==> src/rtl/pipe_pkg.sv <==
// pipe_pkg: shared codes for the pipeline hazard controller.
package pipe_pkg;
  typedef enum logic [1:0] {
    LDST_NONE  = 2'b00,
    LDST_LOAD  = 2'b01,
    LDST_STORE = 2'b10,
    LDST_RSV   = 2'b11
  } ldst_e;
  typedef enum logic [1:0] {
    S_RUN     = 2'd0,
    S_LDWAIT  = 2'd1,
    S_MEMWAIT = 2'd2
  } state_e;
  localparam logic [1:0] FWD_RF = 2'b00;
  localparam logic [1:0] FWD_M  = 2'b01;
  localparam logic [1:0] FWD_W  = 2'b10;
  localparam logic [9:0] CNT_MAX = 10'd1023;
endpackage

==> src/rtl/fwd_unit.sv <==
// fwd_unit: selects one E-stage operand source; a load in M has no ALU result to forward.
module fwd_unit
  import pipe_pkg::*;
(
  input  logic [2:0] i_rs,
  input  logic       i_m_wr_en,
  input  logic [1:0] i_m_ldst,
  input  logic [2:0] i_m_wr_reg,
  input  logic       i_w_wr_en,
  input  logic [2:0] i_w_wr_reg,
  output logic [1:0] o_fwd
);
  assign o_fwd = (i_m_wr_en && i_m_ldst != LDST_LOAD && i_m_wr_reg == i_rs) ? FWD_M :
                 (i_w_wr_en && i_w_wr_reg == i_rs) ? FWD_W : FWD_RF;
endmodule

==> src/rtl/pipe_ctrl.sv <==
// pipe_ctrl: stall/flush/forward control for a 5-stage pipeline with a stall cycle counter.
module pipe_ctrl
  import pipe_pkg::*;
(
  input  logic       i_clk,
  input  logic       i_rst_n,
  input  logic [2:0] i_d_rs1,
  input  logic [2:0] i_d_rs2,
  input  logic       i_d_use1,
  input  logic       i_d_use2,
  input  logic [2:0] i_e_rs1,
  input  logic [2:0] i_e_rs2,
  input  logic       i_e_wr_en,
  input  logic [2:0] i_e_wr_reg,
  input  logic [1:0] i_e_ldst_en,
  input  logic       i_m_wr_en,
  input  logic [2:0] i_m_wr_reg,
  input  logic [1:0] i_m_ldst_en,
  input  logic       i_w_wr_en,
  input  logic [2:0] i_w_wr_reg,
  input  logic       i_br_taken,
  input  logic       i_mem_ready,
  input  logic       i_cnt_clr,
  output logic       o_mem_req,
  output logic       o_stall_fd,
  output logic       o_flush_fd,
  output logic       o_bubble_de,
  output logic       o_stall_em,
  output logic       o_bubble_mw,
  output logic [1:0] o_fwd_a,
  output logic [1:0] o_fwd_b,
  output logic [9:0] o_stall_cnt
);
  state_e     r_state, w_next;
  logic [9:0] r_cnt;
  logic       w_mem_op, w_freeze, w_hit;
  logic [1:0] w_fwd_a, w_fwd_b;

  fwd_unit u_fwd_a (
    .i_rs(i_e_rs1), .i_m_wr_en(i_m_wr_en), .i_m_ldst(i_m_ldst_en), .i_m_wr_reg(i_m_wr_reg),
    .i_w_wr_en(i_w_wr_en), .i_w_wr_reg(i_w_wr_reg), .o_fwd(w_fwd_a)
  );
  fwd_unit u_fwd_b (
    .i_rs(i_e_rs2), .i_m_wr_en(i_m_wr_en), .i_m_ldst(i_m_ldst_en), .i_m_wr_reg(i_m_wr_reg),
    .i_w_wr_en(i_w_wr_en), .i_w_wr_reg(i_w_wr_reg), .o_fwd(w_fwd_b)
  );

  assign w_mem_op = i_m_ldst_en == LDST_LOAD || i_m_ldst_en == LDST_STORE;
  assign w_hit = i_e_ldst_en == LDST_LOAD && i_e_wr_en &&
                 ((i_d_use1 && i_e_wr_reg == i_d_rs1) || (i_d_use2 && i_e_wr_reg == i_d_rs2));
  // The load held in M during LDWAIT still needs its memory access, so only MEMWAIT forces the request.
  assign o_mem_req = i_rst_n && (r_state == S_MEMWAIT || w_mem_op);
  assign w_freeze = o_mem_req && !i_mem_ready;
  assign o_fwd_a = i_rst_n ? w_fwd_a : FWD_RF;
  assign o_fwd_b = i_rst_n ? w_fwd_b : FWD_RF;
  assign o_stall_cnt = r_cnt;

  always_comb begin
    o_stall_fd  = 1'b0;
    o_flush_fd  = 1'b0;
    o_bubble_de = 1'b0;
    o_stall_em  = 1'b0;
    o_bubble_mw = 1'b0;
    w_next      = S_RUN;
    if (!i_rst_n) begin
      w_next = S_RUN;
    end else if (w_freeze) begin
      o_stall_fd  = 1'b1;
      o_stall_em  = 1'b1;
      o_bubble_mw = 1'b1;
      w_next      = (r_state == S_LDWAIT) ? S_LDWAIT : S_MEMWAIT;
    end else if (i_br_taken) begin
      o_flush_fd  = 1'b1;
      o_bubble_de = 1'b1;
    end else if (r_state == S_LDWAIT) begin
      o_stall_fd  = 1'b1;
      o_bubble_de = 1'b1;
    end else if (w_hit) begin
      o_stall_fd  = 1'b1;
      o_bubble_de = 1'b1;
      w_next      = S_LDWAIT;
    end
  end

  always_ff @(posedge i_clk or negedge i_rst_n) begin
    if (!i_rst_n) begin
      r_state <= S_RUN;
      r_cnt   <= 10'd0;
    end else begin
      r_state <= w_next;
      r_cnt   <= i_cnt_clr ? 10'd0 : (o_stall_fd && r_cnt != CNT_MAX) ? r_cnt + 10'd1 : r_cnt;
    end
  end
endmodule

==> config.mk <==
export PLATFORM = sky130hd
export DESIGN_NAME = pipe_ctrl
export DESIGN_NICKNAME = d
export VERILOG_FILES = /design/src/rtl/pipe_pkg.sv /design/src/rtl/fwd_unit.sv /design/src/rtl/pipe_ctrl.sv
export SDC_FILE = /design/constraint.sdc
export NUM_CORES = 1
export LEC_CHECK = 0
export CORE_ASPECT_RATIO = 0.9
export CORE_MARGIN = 3
export CORE_UTILIZATION = 41
export CTS_CLUSTER_DIAMETER = 200
export CTS_CLUSTER_SIZE = 14
export DETAILED_ROUTE_END_ITERATION = 10
export PLACE_DENSITY = 0.86
export SLEW_MARGIN = 15
export SYNTH_ARGS = -nofsm -noshare
export SYNTH_HDL_FRONTEND = slang
export SYNTH_SLANG_ARGS = --single-unit
==> constraint.sdc <==
create_clock -name i_clk -period 3.95 [get_ports i_clk]
set_clock_uncertainty 0.2 [all_clocks]
set_input_delay 0.395 -clock i_clk [delete_from_list [all_inputs] [get_ports i_clk]]
set_output_delay 0.395 -clock i_clk [all_outputs]
set_load 0.05 [all_outputs]
==> impl_metrics.env <==
export IMPL_share_seq_of_total_power_pct=36.8
export IMPL_place_congestion=0.945
export IMPL_drt_first_pass_iters=4
export IMPL_grt_first_pass_wirelength_um=4860
export IMPL_power_report_internal_total_w=0.000237
export IMPL_cp_max_fo=2
export IMPL_final_max_slew_viol_count=0
export IMPL_portBuffers=54
export IMPL_finalInstanceArea_um2=1550
export IMPL_core_area_um2=2060
export IMPL_synth_top_cells_by_count="sky130_fd_sc_hd__dfrtp_1 (12), sky130_fd_sc_hd__xor2_1 (11), sky130_fd_sc_hd__nor2_1 (9)"
export IMPL_nets=206
export IMPL_multi_input_comb_area_um2=618
export IMPL_synth_sequential_area_ratio_pct=31.3
export IMPL_synthesis_yosys_warnings=0
export IMPL_finalCriticalPeriod_ns=3.16
export IMPL_muxShareOfSynthArea_pct=3.39
export IMPL_cts_tree="built"
export IMPL_numClockSinks=12
export IMPL_timing_slew_headroom_pct=62.8
export IMPL_comb_power_share_pct=33.7
export IMPL_post_synth_num_cell_types=31
export IMPL_worstHoldPathType="in -> async"
export IMPL_synth_main_ff_cell="sky130_fd_sc_hd__dfrtp_1"
export IMPL_final_worst_hold_slack_ns=0.307
export IMPL_crit_path_start_kind="input pin"
export IMPL_synthSimpleGateAreaFrac_pct=28.8
export IMPL_placedInstanceArea_um2=1510
export IMPL_post_synth_adder_cell_area_pct=2.61
export IMPL_cts_hold_repair_buffers=0
export IMPL_crit_path_end_kind="output port"
export IMPL_regArea_um2=300
export IMPL_io_pins=55
export IMPL_synth_ff_latch_count=12
export IMPL_routed_via_density=5.53
export IMPL_die_width_um=57.0
export IMPL_initial_utilization_pct=46.5
export IMPL_synth_compound_area_share_pct=12.3
export IMPL_synth_cells=112
export IMPL_cellLeakagePower_nw=0.613
export IMPL_power_density_cell_area_nw_per_um2=222
export IMPL_cts_root_buf="sky130_fd_sc_hd__clkbuf_4"
export IMPL_switching_share_pct=30.9
export IMPL_clk_pwr_share_pct=29.5
export IMPL_filler_cell_count=154
export IMPL_yosys_cell_count_top_type="sky130_fd_sc_hd__dfrtp_1"
export IMPL_synth_fp_nets=149
export IMPL_via_count_of_the_first_global_routing_pass=1000
export IMPL_hold_viol=0
export IMPL_yosys_area_top_type="sky130_fd_sc_hd__dfrtp_1"
export IMPL_fraction_of_layout_cells_with_a_size_suffix_above_1_pct=6.55
export IMPL_maximum_ir_drop_on_the_vdd_rail_mv=0.168
export IMPL_antennaDiodeCount=0
export IMPL_wl_per_cell_um=15.7
export IMPL_grt_overflow=0
export IMPL_yosys_top_cells_area="sky130_fd_sc_hd__dfrtp_1 (31%), sky130_fd_sc_hd__xor2_1 (10%), sky130_fd_sc_hd__xnor2_1 (7.3%)"
export IMPL_yosys_area_share_xor_xnor_pct=17.3
export IMPL_clock_latency_of_the_later_clocked_register_in_the_worst_skew_pair_ns=0.28
export IMPL_htree_num_levels=1
export IMPL_syn_to_final_growth_pct=61.5
export IMPL_async_reset_ff_share_pct=100
export IMPL_worst_slew_pin_slew_ns=0.557
export IMPL_timing_setup_tns_ns=0
export IMPL_avgSynthCellArea_um2=8.57
export IMPL_post_cts_repair_setup_buffers=0
export IMPL_pre_cts_ws_ns=0.791
export IMPL_drcViolationCount=0
export IMPL_clk_path_buf_depth=2
export IMPL_wirelength_um=3030
export IMPL_tritoncts_num_buffers=3
export IMPL_final_report_setup_violation_count=0
export IMPL_clk_transition_reported_paths_ns=0.08
export IMPL_finish_utilization_pct=75.1
export IMPL_combinational_family_with_the_most_area_after_synthesis="simple AND/OR/NAND/NOR gates"
export IMPL_grt_setup_unrepaired="no"
export IMPL_synthesis_area_um2=960
export IMPL_worstSetupPathType="in -> out"
export IMPL_timing_max_cap_violations=0
export IMPL_die_height_um=51.9
export IMPL_antenna_found_initial=0
export IMPL_detailedRoute_firstIterationViolations=43
export IMPL_floorplan_die_area_um2=2960
export IMPL_fin_ws_ns=0.791
export IMPL_place_hpwl_um=2350
export IMPL_worstPathArrival_ns=2.56
export IMPL_placementRows=15
export IMPL_clock_fmax_ghz=0.317
export IMPL_detail_route_antenna_nets=0
export IMPL_timing_critical_path_required_ns=3.36
export IMPL_switching_power_w=0.000106
export IMPL_post_cts_resized=0
export IMPL_run_status="finished, final reports clean"
export IMPL_largest_net_degree_at_the_start_of_global_routing=18
export IMPL_synth_edff_count=0
export IMPL_gr_usage_all_layers_pct=21.1
export IMPL_vias=1067
export IMPL_min_period_over_period_pct=80.0
export IMPL_synth_top_cell_area_share_pct=31.3
metal layers:
metal / part of all wire (%) / GRT usage [%] / up-vias
met2: 50 / 36.9 / 41
met1: 42 / 27.4 / 505
met5: 0 / 0 / -
met3: 6.9 / 4.96 / 5
met4: 0.76 / 2.32 / 0
li1: - / - / 516
cells by family after synthesis:
family / after synthesis
and+or+nand+nor: 51
xor gates and xnor gates: 19
AOI/OAI and AO/OA: 17
DFF: 12
buffers and inverters: 8
muxes: 3
adders and majority gates: 2
cell type report:
class | instances | area share, %
Timing Repair Buffer | 55 | 35.2
Tap cell | 25 | 2.02
Multi-Input combinational cell | 92 | 39.9
Inverter | 5 | 1.21
Sequential cell | 12 | 19.4
Clock buffer | 4 | 2.34
layout by cell type (no fill, tap or decap), types with 6 or more instances in the layout:
cell / count
sky130_fd_sc_hd__nand2_1: 6
sky130_fd_sc_hd__nor2_1: 9
sky130_fd_sc_hd__dfrtp_1: 12
sky130_fd_sc_hd__xnor2_1: 8
sky130_fd_sc_hd__xor2_1: 11
sky130_fd_sc_hd__clkdlybuf4s50_1: 53
sky130_fd_sc_hd__a21oi_1: 7
sky130_fd_sc_hd__nand3_1: 7
metrics by stage:
step / std cells / total power, W
2_1_floorplan: 112 / 0.000184
3_3_place_gp: 189 / 0.000241
3_5_place_dp: 189 / 0.000244
4_1_cts: 193 / 0.000344
5_1_grt: 193 / 0.000360
6_report: 193 / 0.000344
registers in the layout (all words and copies together), names as in the netlist:
signal / count
o_stall_cnt: 10
r_state: 2
worst max-delay path, stage by stage:
cell and delay (ns):
sky130_fd_sc_hd__clkdlybuf4s50_1 0.45, sky130_fd_sc_hd__inv_1 0.04, sky130_fd_sc_hd__ha_1 0.15, sky130_fd_sc_hd__nand2b_1 0.16, sky130_fd_sc_hd__nor4_1 0.39, sky130_fd_sc_hd__and2_1 0.19
sky130_fd_sc_hd__clkdlybuf4s50_1 0.80
power by group through the flow:
stage / sequential [W] / clock, W / combinational [W]
final: 0.000127 / 0.000101 / 0.000116
after global routing: 0.000127 / 0.000111 / 0.000123
after CTS: 0.000127 / 0.000102 / 0.000115
after detailed placement: 0.000129 / 0 / 0.000115
after global placement: 0.000129 / 0 / 0.000112
after floorplan: 0.000133 / 0 / 0.0000516
worst paths after layout:
kind | from | to | slack (ns) | depth (start not counted)
worst max-delay path | i_m_ldst_en[1] | o_fwd_a[0] | 0.79 | 7
worst min-delay path | i_rst_n | o_stall_cnt[7] | 0.31 | 2
worst max register to register | r_state[0] | o_stall_cnt[7] | 1.67 | 6
worst min register to register | r_state[1] | r_state[1] | 0.38 | 2
max in group asynchronous | i_rst_n | o_stall_cnt[3] | 3.07 | 2
min in group i_clk | r_state[1] | r_state[1] | 0.38 | 2
No activity file was read; power rests on OpenSTA's default activity.
